**config.mk**
```make
export PLATFORM = sky130hd
export DESIGN_NAME = regs_writeback
export DESIGN_NICKNAME = d
export VERILOG_FILES = /design/src/rtl/regs_writeback.sv
export SDC_FILE = /design/constraint.sdc
export NUM_CORES = 1
export LEC_CHECK = 0
export ABC_AREA = 1
export CAP_MARGIN = 0
export CORE_UTILIZATION = 25
export CTS_CLUSTER_DIAMETER = 30
export DETAILED_ROUTE_END_ITERATION = 10
export DONT_BUFFER_PORTS = 1
export PLACE_DENSITY_LB_ADDON = 0.15
export SYNTH_ARGS = -nofsm -noshare
export SYNTH_HDL_FRONTEND = slang
export SYNTH_SLANG_ARGS = --single-unit
```
**constraint.sdc**
```tcl
create_clock -name clk -period 3.85 [get_ports clk]
set_clock_uncertainty 0.2 [all_clocks]
set_input_delay 0.9625 -clock clk [delete_from_list [all_inputs] [get_ports clk]]
set_output_delay 0.9625 -clock clk [all_outputs]
set_load 0.005 [all_outputs]
```
**src/rtl/regs_writeback.sv**
```systemverilog
// Lane-serialising register writeback: a small input FIFO feeds a two-state writer
// that commits one lane per cycle into a 64-entry register file exported as flat buses.
module regs_writeback #(
  parameter int DATA_WIDTH          = 4,
  parameter int LANES               = 4,
  parameter int REGS_INPUTS         = 64,
  parameter int REGS_BITS_PER_INPUT = 32,
  parameter int FIFO_DEPTH          = 4
) (
  input  logic                                  clk,
  input  logic                                  rst,
  input  logic                                  in_valid,
  input  logic [DATA_WIDTH*LANES-1:0]           data_in,
  input  logic [LANES*$clog2(REGS_INPUTS)-1:0]  dest,
  input  logic [LANES-1:0]                      lane_en,
  output logic                                  wBusy,
  output logic [REGS_BITS_PER_INPUT-1:0]        wRegs0,
  output logic [REGS_BITS_PER_INPUT-1:0]        wRegs1,
  output logic [REGS_BITS_PER_INPUT-1:0]        wRegs2,
  output logic [REGS_BITS_PER_INPUT-1:0]        wRegs3,
  output logic [REGS_BITS_PER_INPUT-1:0]        wRegs4,
  output logic [REGS_BITS_PER_INPUT-1:0]        wRegs5,
  output logic [REGS_BITS_PER_INPUT-1:0]        wRegs6,
  output logic [REGS_BITS_PER_INPUT-1:0]        wRegs7,
  output logic                                  wr_done,
  output logic                                  overflow
);

  localparam int DW = $clog2(REGS_INPUTS);
  localparam int PW = $clog2(FIFO_DEPTH);
  localparam int CW = PW + 1;
  localparam int LW = (LANES > 1) ? $clog2(LANES) : 1;
  localparam int RB = REGS_BITS_PER_INPUT;

  typedef enum logic {IDLE = 1'b0, WRITE = 1'b1} state_t;

  state_t                        r_state;
  state_t                        w_state_nxt;
  logic [LANES-1:0]              r_mem_en   [FIFO_DEPTH];
  logic [LANES*DW-1:0]           r_mem_dest [FIFO_DEPTH];
  logic [DATA_WIDTH*LANES-1:0]   r_mem_data [FIFO_DEPTH];
  logic [PW-1:0]                 r_wptr;
  logic [PW-1:0]                 r_rptr;
  logic [CW-1:0]                 r_count;
  logic [CW-1:0]                 w_count_nxt;
  logic                          r_busy;
  logic                          r_done;
  logic                          r_ovf;
  logic [LANES-1:0]              r_pend;
  logic [LANES-1:0]              w_pend_nxt;
  logic [LANES*DW-1:0]           r_wdest;
  logic [DATA_WIDTH*LANES-1:0]   r_wdata;
  logic [REGS_INPUTS*DATA_WIDTH-1:0] r_regs;
  logic                          w_full;
  logic                          w_push;
  logic                          w_drop;
  logic                          w_pop;
  logic                          w_wr_en;
  logic                          w_last;
  logic [LW-1:0]                 w_lane;
  logic [DW-1:0]                 w_wr_idx;
  logic [DATA_WIDTH-1:0]         w_wr_val;

  // Fullness uses the pre-edge count, so a simultaneous pop never rescues a push.
  assign w_full = (r_count == CW'(FIFO_DEPTH));
  assign w_push = in_valid & ~w_full;
  assign w_drop = in_valid & w_full;
  assign w_pop  = (r_state == IDLE) && (r_count != CW'(0));

  always_comb begin
    w_count_nxt = r_count;
    if (w_push && !w_pop) begin
      w_count_nxt = r_count + CW'(1);
    end else if (!w_push && w_pop) begin
      w_count_nxt = r_count - CW'(1);
    end else begin
      w_count_nxt = r_count;
    end
  end

  // Lowest pending lane goes first, so a later lane to the same register wins.
  always_comb begin
    w_lane = LW'(0);
    for (int i = LANES - 1; i >= 0; i--) begin
      if (r_pend[i]) begin
        w_lane = LW'(i);
      end else begin
        w_lane = w_lane;
      end
    end
    w_wr_idx   = r_wdest[w_lane*DW +: DW];
    w_wr_val   = r_wdata[w_lane*DATA_WIDTH +: DATA_WIDTH];
    w_wr_en    = (r_state == WRITE) && (r_pend != LANES'(0));
    w_pend_nxt = r_pend & ~(LANES'(1) << w_lane);
    w_last     = (w_pend_nxt == LANES'(0));
  end

  always_comb begin
    w_state_nxt = r_state;
    case (r_state)
      IDLE: begin
        if (w_pop) begin
          w_state_nxt = WRITE;
        end else begin
          w_state_nxt = IDLE;
        end
      end
      WRITE: begin
        if (w_last) begin
          w_state_nxt = IDLE;
        end else begin
          w_state_nxt = WRITE;
        end
      end
      default: w_state_nxt = IDLE;
    endcase
  end

  always_ff @(posedge clk or negedge rst) begin
    if (!rst) begin
      r_state <= IDLE;
    end else begin
      r_state <= w_state_nxt;
    end
  end

  always_ff @(posedge clk or negedge rst) begin
    if (!rst) begin
      r_wptr  <= PW'(0);
      r_rptr  <= PW'(0);
      r_count <= CW'(0);
      for (int i = 0; i < FIFO_DEPTH; i++) begin
        r_mem_en[i]   <= LANES'(0);
        r_mem_dest[i] <= (LANES*DW)'(0);
        r_mem_data[i] <= (DATA_WIDTH*LANES)'(0);
      end
    end else begin
      if (w_push) begin
        r_mem_en[r_wptr]   <= lane_en;
        r_mem_dest[r_wptr] <= dest;
        r_mem_data[r_wptr] <= data_in;
        r_wptr             <= r_wptr + PW'(1);
      end
      if (w_pop) begin
        r_rptr <= r_rptr + PW'(1);
      end
      r_count <= w_count_nxt;
    end
  end

  always_ff @(posedge clk or negedge rst) begin
    if (!rst) begin
      r_pend  <= LANES'(0);
      r_wdest <= (LANES*DW)'(0);
      r_wdata <= (DATA_WIDTH*LANES)'(0);
      r_regs  <= (REGS_INPUTS*DATA_WIDTH)'(0);
    end else begin
      if (w_pop) begin
        r_pend  <= r_mem_en[r_rptr];
        r_wdest <= r_mem_dest[r_rptr];
        r_wdata <= r_mem_data[r_rptr];
      end else if (r_state == WRITE) begin
        r_pend <= w_pend_nxt;
      end
      if (w_wr_en) begin
        r_regs[w_wr_idx*DATA_WIDTH +: DATA_WIDTH] <= w_wr_val;
      end
    end
  end

  // Busy looks at the post-edge count so upstream gets one slot of slack.
  always_ff @(posedge clk or negedge rst) begin
    if (!rst) begin
      r_busy <= 1'b0;
      r_done <= 1'b0;
      r_ovf  <= 1'b0;
    end else begin
      r_busy <= (w_count_nxt >= CW'(FIFO_DEPTH - 1));
      r_done <= (r_state == WRITE) && w_last;
      r_ovf  <= r_ovf | w_drop;
    end
  end

  assign wBusy    = r_busy;
  assign wr_done  = r_done;
  assign overflow = r_ovf;
  assign wRegs0   = r_regs[0*RB +: RB];
  assign wRegs1   = r_regs[1*RB +: RB];
  assign wRegs2   = r_regs[2*RB +: RB];
  assign wRegs3   = r_regs[3*RB +: RB];
  assign wRegs4   = r_regs[4*RB +: RB];
  assign wRegs5   = r_regs[5*RB +: RB];
  assign wRegs6   = r_regs[6*RB +: RB];
  assign wRegs7   = r_regs[7*RB +: RB];

endmodule

```
==> flow_summary.yaml <==
floorplanning:
  io_pins: 306
  die_y_um: 290
  die_area_um2: 84100
  die_x_um: 290
  start_util_pct: 25.2
  core_area_um2: 82100
  rows: 105
synthesis:
  yosysSeqAreaShare_pct: 58.8
  synth_ff_type: "dfrtp_1"
  syn_area_per_cell_um2: 8.86
  synth_nets: 2396
  syn_area_um2: 20700
  syn_inst: 2340
  synth_edf_count: 0
  synth_cell_type_count: 38
  ys_warn_count: 0
  synth-async-reset-ratio_pct: 100
  synth_seq_cells: 487
cts:
  cts_tree: "done"
  cts_max_path_buffers: 3
  cts_sinks: 487
  clkSlewWorstSetupHoldPaths_ns: 0.05
  clock_latency_ns: 0.70
  cts_buffers: 133
  clock-root-buffer: "clkbuf_16"
  htreeDepth: 4
detailed_routing:
  vias_per_cell: 4.69
  wl_mm: 71.4
  drtIter0Drc: 1092
  vias: 16751
  antenna_left: 0
  drt_pass1_iterations: 5
  routedWlPerCell_um: 20.0
  drc: 0
run_status:
  violations: "negative hold slack, max-slew violations"
  status: "finished with violations"
pwr:
  p_sw_uw: 14000
  pwr-share-comb_pct: 37.4
  p_int_uw: 18200
  seqPwrFrac_pct: 25.7
  vdd_drop_max_v: 0.00134
  power_uw: 32200
  p_clk_share_pct: 36.9
  swShare_pct: 43.4
  power.density_nw_per_um2: 1200
  p_leak_uw: 0.0124
global_route:
  use_met1_pct: 21.1
  grt_pass1_wl_mm: 109
  top_usage_layer: "met2"
  grt_use_met2_pct: 27.0
  grt_use_met3_pct: 5.58
  antenna_found_initial: 7
  grt_pass1_vias: 16537
  grt_start_max_net_pins: 488
  grt_overflow_total: 0
  track_usage_pct: 17.0
final_layout:
  n_fill_cell: 8443
  fin_util_pct: 32.8
  final_cell_area_um2: 27000
  fin_nets: 2452
  drive_gt1_share_pct: 13.4
  syn_to_final_growth_pct: 30.0
  stdcell_count: 3574
setup_path:
  path_class: "register to register"
  critPathLaunchType: "register"
  r2r-start: "r_pend[1]"
  worstRegToRegCells: 18
  crit_fanout: 11
  rrSetupSlack_ns: 0.28
  r2r_end: "r_regs[207]"
  required_ns: 4.20
  critPathArrivalTime_ns: 3.92
  crit_path_end_kind: "register"
sta:
  rsz0062_at_grt: "no"
  setup_viol: 0
  hold_ws_ns: -0.245
  tns_ns: 0
  slew_headroom_pct: -48.9
  fmax_mhz: 280
  min_period_ns: 3.57
  finalHoldViolCount: 180
  report.final.slew_viol_count: 246
  min_period_over_period_pct: 92.8
  tightest_slew_ns: 2.23
hold_path:
  hp-class: "input pin to asynchronous set/reset pin"
placement:
  place_inst: 3327
  hpwl_mm: 46.7
  placed_area_um2: 22000
  gp_congestion: 0.799
  io_buffers: 0
job:
  max_cap_viol_count: 0
[metrics by stage]
step	hold WS (ns)	setup WS, ns
4_1_cts	-0.293	0.0344
5_1_grt	-0.287	0.0161
6_report	-0.245	0.279
3_3_place_gp	0.259	0.159
2_1_floorplan	0.248	0.750
3_5_place_dp	0.267	0.0296
[placed cells by master (no fill, tap or decap), drive strengths merged]
cell      instances
nand3            50
nand2           673
clkinvlp          8
nor4              4
ha                9
mux2i             4
a21oi            13
a32o              1
dfrtp           487
nor2            212
bufinv           21
clkinv           33
buf              39
inv             129
nor3              5
o221a             1
o22ai            30
a31oi            17
diode             1
nand4           105
a221oi            1
clkbuf          178
xor2              6
a31o              1
o21ai           474
a221o             2
[registers in the layout, summed over array words and instances, names as in the netlist]
signal and cells:
r_regs 256, wr_done 1, r_mem_data 64, r_mem_en 16
overflow 1, r_state 1, r_wptr 2, r_pend 4
r_count 3, r_rptr 2, wBusy 1, r_wdata 16
r_wdest 24, r_mem_dest 96
[layout make-up]
class | instances | area (um2) | share of cell area [%]
flip-flops and latches | 487 | 12200 | 45.2
multi-input cells | 1608 | 7610 | 28.3
clock buffers | 178 | 3790 | 14.1
well taps | 1070 | 1340 | 4.97
clock inverters | 64 | 1160 | 4.32
inverters | 127 | 478 | 1.77
repair buffers | 39 | 380 | 1.41
diodes | 1 | 2.50 | 0.00928
[cells in the mapped netlist (3+ instances only)]
master      n  area, um2
o21ai_1    38        190
ha_1        9        113
clkbuf_1   88        330
inv_2       6       22.5
nand2_1   653       2450
dfrtp_1   487      12200
o22ai_1    30        188
buf_1       5       18.8
nand4_1   103        644
o21ai_0   436       2180
mux2i_1     4       40.0
nand3_1    42        210
buf_6       5       56.3
nor2_4      8       90.1
a21oi_1    13       65.1
inv_1     119        447
xor2_1      4       35.0
nor3_2      3       30.0
nor4_1      4       25.0
nand2_4     4       45.0
nand2_2    16        100
buf_2      13       65.1
nor2_1    196        736
nand3_2     8       80.1
nor2_2      6       37.5
buf_4       7       52.6
a31oi_1    17        106
[worst max-delay path, cell delays in order (launching register included)]
cell     delay, ns
dfrtp_1       0.41
inv_1         0.13
nand2_4       0.09
nand2_2       0.21
nand2_1       0.08
nand3_1       0.12
nand2_1       0.12
inv_1         0.09
buf_4         0.20
nand2_4       0.10
nor2_1        0.11
ha_1          0.27
inv_1         0.15
nand3_1       0.20
nor2_4        0.40
buf_4         0.25
nand2_2       0.12
nand2_1       0.09
o21ai_0       0.07
[cells by family after synthesis]
group,count (synthesis),synth area share [%]
AOI/OAI and AO/OA,540,13.5
xor gates and xnor gates,6,0.326
adders and majority gates,9,0.543
buffers and inverters,245,4.82
DFF,487,58.8
muxes,4,0.193
and+or+nand+nor,1049,21.9
[layer usage]
layer	vias to the layer above	routed length, um
met1	8126	30800
met2	517	33300
li1	7964	-
met5	-	70
met4	10	2150
met3	134	5070
[worst max path at each step]
stage	start	end	depth (start not counted)
after global routing	r_pend[1]	r_regs[204]	17
after detailed placement	r_pend[1]	r_regs[91]	18
after global placement	r_pend[1]	r_regs[218]	18
after floorplan	r_pend[1]	r_regs[92]	15
final	r_pend[1]	r_regs[207]	18
after CTS	r_pend[1]	r_regs[89]	17
[power groups by stage]
stage                     registers (uW)  clock network [uW]  logic, uW
after detailed placement            8360                   0      12100
after global placement              8320                   0      12000
after global routing                8480               12400      13300
final                               8290               11900      12100
after CTS                           8310               12100      12100
after floorplan                     7720                   0       8070
[timing repair]
item                       CTS  global route
setup endpoints to repair    0           102
gates resized for setup      0             3
hold endpoints to repair   487           487
buffers inserted             0             4
Note: power is estimated with default switching activity, not from simulation.
